===== src/rtl/rtype_exec_ctrl.sv =====
// Multi-cycle fetch/decode/execute/writeback controller for RV32 R-type ALU instructions.
// Halts on ECALL (done) or on any non-R-type or unsupported encoding (illegal + done).
module rtype_exec_ctrl #(
  parameter logic [31:0] PC_RESET = 32'h0000_0000,
  parameter int unsigned PC_STEP  = 4
) (
  input  logic        clk,
  input  logic        reset_n,
  input  logic        start,
  output logic        imem_req,
  output logic [31:0] imem_addr,
  input  logic        imem_ready,
  input  logic [31:0] imem_rdata,
  output logic [4:0]  rf_rs1,
  output logic [4:0]  rf_rs2,
  output logic [4:0]  rf_rd,
  output logic        rf_we,
  output logic        ex_en,
  output logic [4:0]  alu_control,
  output logic        busy,
  output logic        done,
  output logic        illegal,
  output logic [31:0] retired_count
);

  localparam logic [4:0] ALU_ADD  = 5'd0;
  localparam logic [4:0] ALU_SUB  = 5'd1;
  localparam logic [4:0] ALU_SLL  = 5'd2;
  localparam logic [4:0] ALU_SLT  = 5'd3;
  localparam logic [4:0] ALU_SLTU = 5'd4;
  localparam logic [4:0] ALU_XOR  = 5'd5;
  localparam logic [4:0] ALU_SRL  = 5'd6;
  localparam logic [4:0] ALU_SRA  = 5'd7;
  localparam logic [4:0] ALU_OR   = 5'd8;
  localparam logic [4:0] ALU_AND  = 5'd9;

  localparam logic [6:0]  OPC_RTYPE = 7'b0110011;
  localparam logic [31:0] INSN_ECALL = 32'h0000_0073;

  typedef enum logic [2:0] {
    StIdle, StFetch, StDecode, StExecute, StWriteback, StHalt
  } state_e;

  state_e      r_state, w_state_next;
  logic [31:0] r_pc;
  logic [31:0] r_instr;
  logic [31:0] r_retired;
  logic        r_illegal;

  logic [6:0]  w_opcode;
  logic [2:0]  w_func3;
  logic [6:0]  w_func7;
  logic        w_alt;
  logic        w_ecall;
  logic        w_legal;

  assign w_opcode = r_instr[6:0];
  assign w_func3  = r_instr[14:12];
  assign w_func7  = r_instr[31:25];
  assign w_alt    = (w_func7 == 7'h20);
  assign w_ecall  = (r_instr == INSN_ECALL);
  assign w_legal  = (w_opcode == OPC_RTYPE) &&
                    ((w_func7 == 7'h00) ||
                     (w_alt && ((w_func3 == 3'b000) || (w_func3 == 3'b101))));

  always_comb begin
    alu_control = ALU_ADD;
    unique case (w_func3)
      3'b000: alu_control = w_alt ? ALU_SUB : ALU_ADD;
      3'b001: alu_control = ALU_SLL;
      3'b010: alu_control = ALU_SLT;
      3'b011: alu_control = ALU_SLTU;
      3'b100: alu_control = ALU_XOR;
      3'b101: alu_control = w_alt ? ALU_SRA : ALU_SRL;
      3'b110: alu_control = ALU_OR;
      3'b111: alu_control = ALU_AND;
      default: alu_control = ALU_ADD;
    endcase
  end

  always_comb begin
    w_state_next = r_state;
    unique case (r_state)
      StIdle:      if (start) w_state_next = StFetch;
      StFetch:     if (imem_ready) w_state_next = StDecode;
      StDecode: begin
        if (w_ecall || !w_legal) w_state_next = StHalt;
        else                     w_state_next = StExecute;
      end
      StExecute:   w_state_next = StWriteback;
      StWriteback: w_state_next = StFetch;
      StHalt:      if (start) w_state_next = StFetch;
      default:     w_state_next = StIdle;
    endcase
  end

  always_ff @(posedge clk or negedge reset_n) begin
    if (!reset_n) r_state <= StIdle;
    else          r_state <= w_state_next;
  end

  always_ff @(posedge clk or negedge reset_n) begin
    if (!reset_n) begin
      r_pc      <= PC_RESET;
      r_instr   <= '0;
      r_retired <= '0;
      r_illegal <= 1'b0;
    end else begin
      unique case (r_state)
        StFetch: if (imem_ready) r_instr <= imem_rdata;
        StDecode: if (!w_ecall && !w_legal) r_illegal <= 1'b1;
        StWriteback: begin
          r_pc      <= r_pc + PC_STEP;
          r_retired <= r_retired + 32'd1;
        end
        StHalt: begin
          if (start) begin
            r_pc      <= PC_RESET;
            r_illegal <= 1'b0;
            r_retired <= '0;
          end
        end
        default: ;
      endcase
    end
  end

  // Status and strobes decode straight from state so reset clears them without a clock.
  assign imem_req      = (r_state == StFetch);
  assign imem_addr     = r_pc;
  assign ex_en         = (r_state == StExecute);
  assign rf_we         = (r_state == StWriteback) && (rf_rd != 5'd0);
  assign busy          = (r_state == StFetch) || (r_state == StDecode) ||
                         (r_state == StExecute) || (r_state == StWriteback);
  assign done          = (r_state == StHalt);
  assign illegal       = r_illegal;
  assign retired_count = r_retired;
  assign rf_rs1        = r_instr[19:15];
  assign rf_rs2        = r_instr[24:20];
  assign rf_rd         = r_instr[11:7];

endmodule

===== config.mk =====
export PLATFORM = sky130hd
export DESIGN_NAME = rtype_exec_ctrl
export DESIGN_NICKNAME = d
export VERILOG_FILES = /design/src/rtl/rtype_exec_ctrl.sv
export SDC_FILE = /design/constraint.sdc
export NUM_CORES = 1
export LEC_CHECK = 0
export ABC_AREA = 1
export BUFFER_PORTS_ARGS = -buffer_cell sky130_fd_sc_hd__buf_2
export CORE_AREA = 3 3 137 86
export CTS_CLUSTER_DIAMETER = 80
export DETAILED_ROUTE_END_ITERATION = 12
export DIE_AREA = 0 0 140 89
export PLACE_DENSITY_LB_ADDON = 0.1
export SLEW_MARGIN = 30
export SYNTH_ARGS = -nofsm -noshare
export SYNTH_HDL_FRONTEND = slang
export SYNTH_SLANG_ARGS = --single-unit

===== constraint.sdc =====
create_clock -name clk -period 2.4 [get_ports clk]
set_clock_uncertainty 0.2 [all_clocks]
set_input_delay 0.24 -clock clk [delete_from_list [all_inputs] [get_ports clk]]
set_output_delay 0.24 -clock clk [all_outputs]
set_load 0.02 [all_outputs]

==> impl_metrics.toml, run 1 <==
[yosys]
synth_ff_type = "dfrtp_1"
synth_warnings = 0
yosys.area.top_type_share = 0.425
synthTopCellsByArea = "dfrtp_1 42%, nand2_1 14%, nor2_1 9.8%"
synth_edf_count = 0
synth_top_cell_by_area = "dfrtp_1"
yosysSeqAreaShare = 0.425
syn_area_um2 = 5770
yosys_register_bits = 98
netlist_instances = 786
avgSynthCellArea_um2 = 7.34
ys_async_sr_fraction = 1.00
ys_types = 39

[detailed_routing]
drt_iter0_drc = 485
wl_met1_um = 7600
viasPerCell = 5.34
vias = 5717
post_drt_wl_per_cell_um = 15.1
wl_met2_um = 6940
drt_pass1_iterations = 6
route.top_layer_used = "met4"
drc = 0
drtAntennaViolNets = 0
route.met3.wl_um = 1450
wl_um = 16200

[timing]
fmax_mhz = 480
drv_slew = 0
setup_tns_ns = 0
relSlewSlack = 0.526
whs_ns = 0.0266
period_minus_slack_ns = 2.08
period_share = 0.868
rsz0062_at_grt = "false"
hold_viol_final = 0
setup_violations = 0
worst_pin_slew_ns = 0.710

[finish]
layout_common_cells = "214 x nand2_1, 151 x nor2_1, 121 x buf_2"
area_growth_pct = 21.8
diodes = 0
regArea_um2 = 2450
final_nets = 964
drive_above_1_share = 0.204
final_common_cell = "nand2_1"
fill_cells = 931
multi_input_area_um2 = 2730

[worst_setup_path]
worstSetupPathType = "flop to flop"
cp_cell_sequence = "inv_2 > nor2_4 > nand2_4 > nor2_4 > inv_2 > o21ai_0 > a21oi_1"
max_stage_delay_ns = 0.53
crit_path_end_kind = "flop"
cp_max_fo = 39
slowest_stage = "inv_2"
start_kind = "flop"
required_ns = 2.47
cpLargestDelayFamily = "buffers and inverters"
cp_num_buf_inv = 2
cp.arrival_ns = 2.15

[place]
port_buffers = 122
globalplace.congestion = 0.905
dp_hpwl_um = 11700

[die]
dieArea_um2 = 12500
core-area_um2 = 10500
initial_utilization = 0.549
io_pins = 126
fp.dieH_um = 89
die_x_um = 140
rows = 29

[cts]
h-tree-depth = 3
cts_sinks = 98
cts-root-buf = "clkbuf_16"
path_clk_slew_ns = 0.07
cts_tree = "yes"
clock_latency_ns = 0.34
ctsLongestPathBuffers = 2
cts_made_buffers = 9

[global_route]
grt.total_usage = 0.265
grt_pass1_wl_um = 26400
antenna_found_initial = 0
grt_pass1_vias = 5317
overflow = 0
grt_max_degree = 74

[hold_path]
worst_hold_path_type = "input pin to flop"

[pwr]
p_per_area_nw_per_um2 = 972
leakage_uw = 0.00360
ir_drop_uv = 778

[run]
cap_violations = 0

[run_status]
outcome = "finished, final reports clean"
## stage by stage
step / utilization / power (µW) / instances / setup WS, ns / instance area, µm²
final: 0.668 / 6830 / 1070 / 0.318 / 7030
after global routing: 0.668 / 7250 / 1070 / 0.0800 / 7030
after CTS: 0.668 / 6840 / 1070 / 0.331 / 7030
after detailed placement: 0.605 / 5120 / 1022 / 0.344 / 6370
after global placement: 0.605 / 5020 / 1022 / 0.407 / 6370
after floorplan: - / 4500 / 788 / 0.561 / 5780
## synthesized netlist by cell type (2+ instances only)
master,number
ha_1,2
nor2_2,5
clkbuf_1,3
o21ai_0,19
a211oi_1,2
nand2_1,214
a31oi_1,6
dfrtp_1,98
xor2_1,3
nand4_1,28
and2_1,3
buf_6,8
buf_2,3
nand2_2,2
nand2_4,2
a22o_1,2
a21oi_1,38
nand3_2,2
nor2_1,151
buf_4,19
o21ai_1,2
mux2_2,7
inv_2,4
inv_1,83
nor2_4,7
mux2_4,11
nor3_1,13
nand3_1,38
## report_power, final
part | leakage, µW | internal [µW] | switching [µW]
Combinational | 0.00217 | 938 | 1660
Clock | 0.000166 | 1020 | 641
Sequential | 0.00126 | 2120 | 457
Total | 0.00360 | 4070 | 2760
## what timing repair did
action | CTS | global route
hold buffers | 32 | 0
buffers inserted | 0 | 0
gates resized for setup | 0 | 0
endpoints found under the hold margin | 56 | 0
## worst reg2reg max path, cell delays in order, from the launching register on
cell and delay [ns]:
dfrtp_1 0.42, inv_2 0.12, nor2_4 0.06, nand2_4 0.20, nor2_4 0.09, inv_2 0.53, o21ai_0 0.24, a21oi_1 0.16
## kinds of logic (layout without fill, tap and decap cells)
group           after synthesis  after routing  synth area share
simple gates                467            467             0.347
fa+ha+maj                     2              2           0.00433
mux                          18             18            0.0423
compound gates               74             74            0.0718
xor+xnor                      4              4           0.00607
buf+inv                     122            265             0.103
other cells                   1              3          0.000650
flops                        98             98             0.425
## sequential cells by signal, summed over array words and instances (netlist names)
name,count
r_instr,32
retired_count,32
imem_addr,30
r_state,3
illegal,1
## per-layer routing
layer,GRT usage,vias up
met1,0.388,2687
met3,0.0700,15
met4,0.0607,0
met2,0.398,253
met5,0,-
li1,-,2762
## final timing paths
check | from | to | slack (ns) | cells past startpoint
setup reg to reg | r_state[2] | imem_addr[6] | 0.32 | 7
min in group asynchronous | reset_n | retired_count[10] | 0.14 | 2
hold / removal | imem_rdata[2] | r_instr[2] | 0.03 | 3
setup / recovery | r_state[2] | imem_addr[6] | 0.32 | 7
hold reg to reg | r_instr[25] | r_instr[25] | 0.31 | 1
max in group asynchronous | reset_n | retired_count[8] | 1.15 | 3
## final cells by class
class,count,area share
Sequential cell,98,0.349
Inverter,88,0.0473
Clock inverter,7,0.0166
Multi-Input combinational cell,568,0.389
Clock buffer,9,0.0320
Timing Repair Buffer,161,0.142
Tap cell,139,0.0247
Power figures use the tool's default switching activity.
==> inputs of run 2 (changes only) <==
--- a/config.mk
+++ b/config.mk
@@ -11,7 +11,7 @@
 export CTS_CLUSTER_DIAMETER = 80
 export DETAILED_ROUTE_END_ITERATION = 12
 export DIE_AREA = 0 0 140 89
-export PLACE_DENSITY_LB_ADDON = 0.1
+export PLACE_DENSITY = 0.82
 export SLEW_MARGIN = 30
 export SYNTH_ARGS = -nofsm -noshare
 export SYNTH_HDL_FRONTEND = slang
==> impl_metrics.toml, run 2 (same netlist as run 1, synthesis figures left out) <==
[worst_setup_path]
ff2ff_setup_slack_ns = 0.23
cp_max_fo = 39
crit_path_end_kind = "flop"
r2r_end = "retired_count[6]"
r2r_cells = 5
worstSetupPathType = "flop to flop"
required_ns = 2.46
start_kind = "flop"
cp.arrival_ns = 2.22
regToRegStartpoint = "r_state[0]"

[die]
io_pins = 126
core-area_um2 = 10500
initial_utilization = 0.549
die_x_um = 140
fp.dieH_um = 89
dieArea_um2 = 12500
rows = 29

[global_route]
antenna_found_initial = 0
grt.total_usage = 0.258
grt_max_degree = 99
grt_pass1_vias = 5080
grt_pass1_wl_um = 25700
overflow = 0

[detailed_routing]
wl_met1_um = 7360
wl_um = 15700
route.met3.wl_um = 1620
route.top_layer_used = "met4"
drc = 0
drtAntennaViolNets = 0
drt_iter0_drc = 486
vias = 5660
wl_met2_um = 6500
drt_pass1_iterations = 5
post_drt_wl_per_cell_um = 14.7
viasPerCell = 5.30

[timing]
worst_pin_slew_ns = 0.715
hold_viol_final = 0
rsz0062_at_grt = "false"
drv_slew = 0
fin_ws_ns = 0.235
period_share = 0.902
fmax_mhz = 462
relSlewSlack = 0.523
setup_violations = 0
period_minus_slack_ns = 2.17
setup_tns_ns = 0

[finish]
layout_common_cells = "214 x nand2_1, 151 x nor2_1, 121 x buf_2"
final_nets = 962
drive_above_1_share = 0.201
fill_cells = 891
finalCoreUtilization = 0.667
final_common_cell = "nand2_1"
diodes = 0
area_growth_pct = 21.6
regArea_um2 = 2450
multi_input_area_um2 = 2730

[pwr]
leakage_uw = 0.00358
ir_drop_uv = 814
p_per_area_nw_per_um2 = 967

[cts]
cts_sinks = 98
clock_latency_ns = 0.35
holdBufCountCts = 33
h-tree-depth = 3
cts_made_buffers = 9
cts_tree = "yes"
cts_resized = 0
cts-root-buf = "clkbuf_16"
post-cts-setup-buffer-count = 0
ctsLongestPathBuffers = 2
path_clk_slew_ns = 0.07

[place]
pre_cts_ws_ns = 0.292
port_buffers = 122
dp_hpwl_um = 11200
globalplace.congestion = 0.956

[hold_path]
hold_start = "imem_ready"
holdPathEnd = "r_state[1]"
hold_depth = 3
worst_hold_path_type = "input pin to flop"

[run]
cap_violations = 0

[run_status]
outcome = "finished, final reports clean"
[run 2: worst max path at each step]
stage,start,cells after the start,endpoint
finish,r_state[0],5,retired_count[6]
floorplan,retired_count[0],8,retired_count[14]
detailed placement,r_state[2],7,retired_count[6]
CTS,r_state[1],6,rf_we
global route,r_state[1],6,rf_we
global placement,r_state[2],7,retired_count[9]
[run 2: through the flow]
stage | power [µW] | instances | hold WS [ns] | instance area [µm²]
after global routing | 7180 | 1068 | 0.200 | 7020
final | 6780 | 1068 | 0.163 | 7020
after global placement | 5060 | 1019 | 0.142 | 6360
after detailed placement | 5120 | 1019 | 0.140 | 6360
after floorplan | 4500 | 788 | -0.256 | 5780
after CTS | 6760 | 1068 | 0.157 | 7020
[run 2: metal layers]
layer,GRT usage,vias to the layer above
met1,0.385,2639
met4,0.0563,0
li1,-,2763
met3,0.0770,22
met5,0,-
met2,0.372,236
[run 2: where the power goes]
| group | internal (µW) | switching [µW] |
|---|---|---|
| clock | 944 | 654 |
| sequential | 2120 | 459 |
| combinational | 941 | 1670 |
| total | 4000 | 2780 |
[run 2: cell type report]
cell class	instances	share of cell area
Timing Repair Buffer	159	0.142
Sequential cell	98	0.350
Clock inverter	6	0.0127
Clock buffer	10	0.0341
Inverter	88	0.0474
Multi-Input combinational cell	568	0.389
Tap cell	139	0.0248
[run 2: worst max-delay path, cell delays in order, from the launching register on]
cell	delay, ns
dfrtp_1	0.52
nand2_4	0.27
nor2_4	0.08
inv_2	0.53
o21ai_0	0.24
a21oi_1	0.21
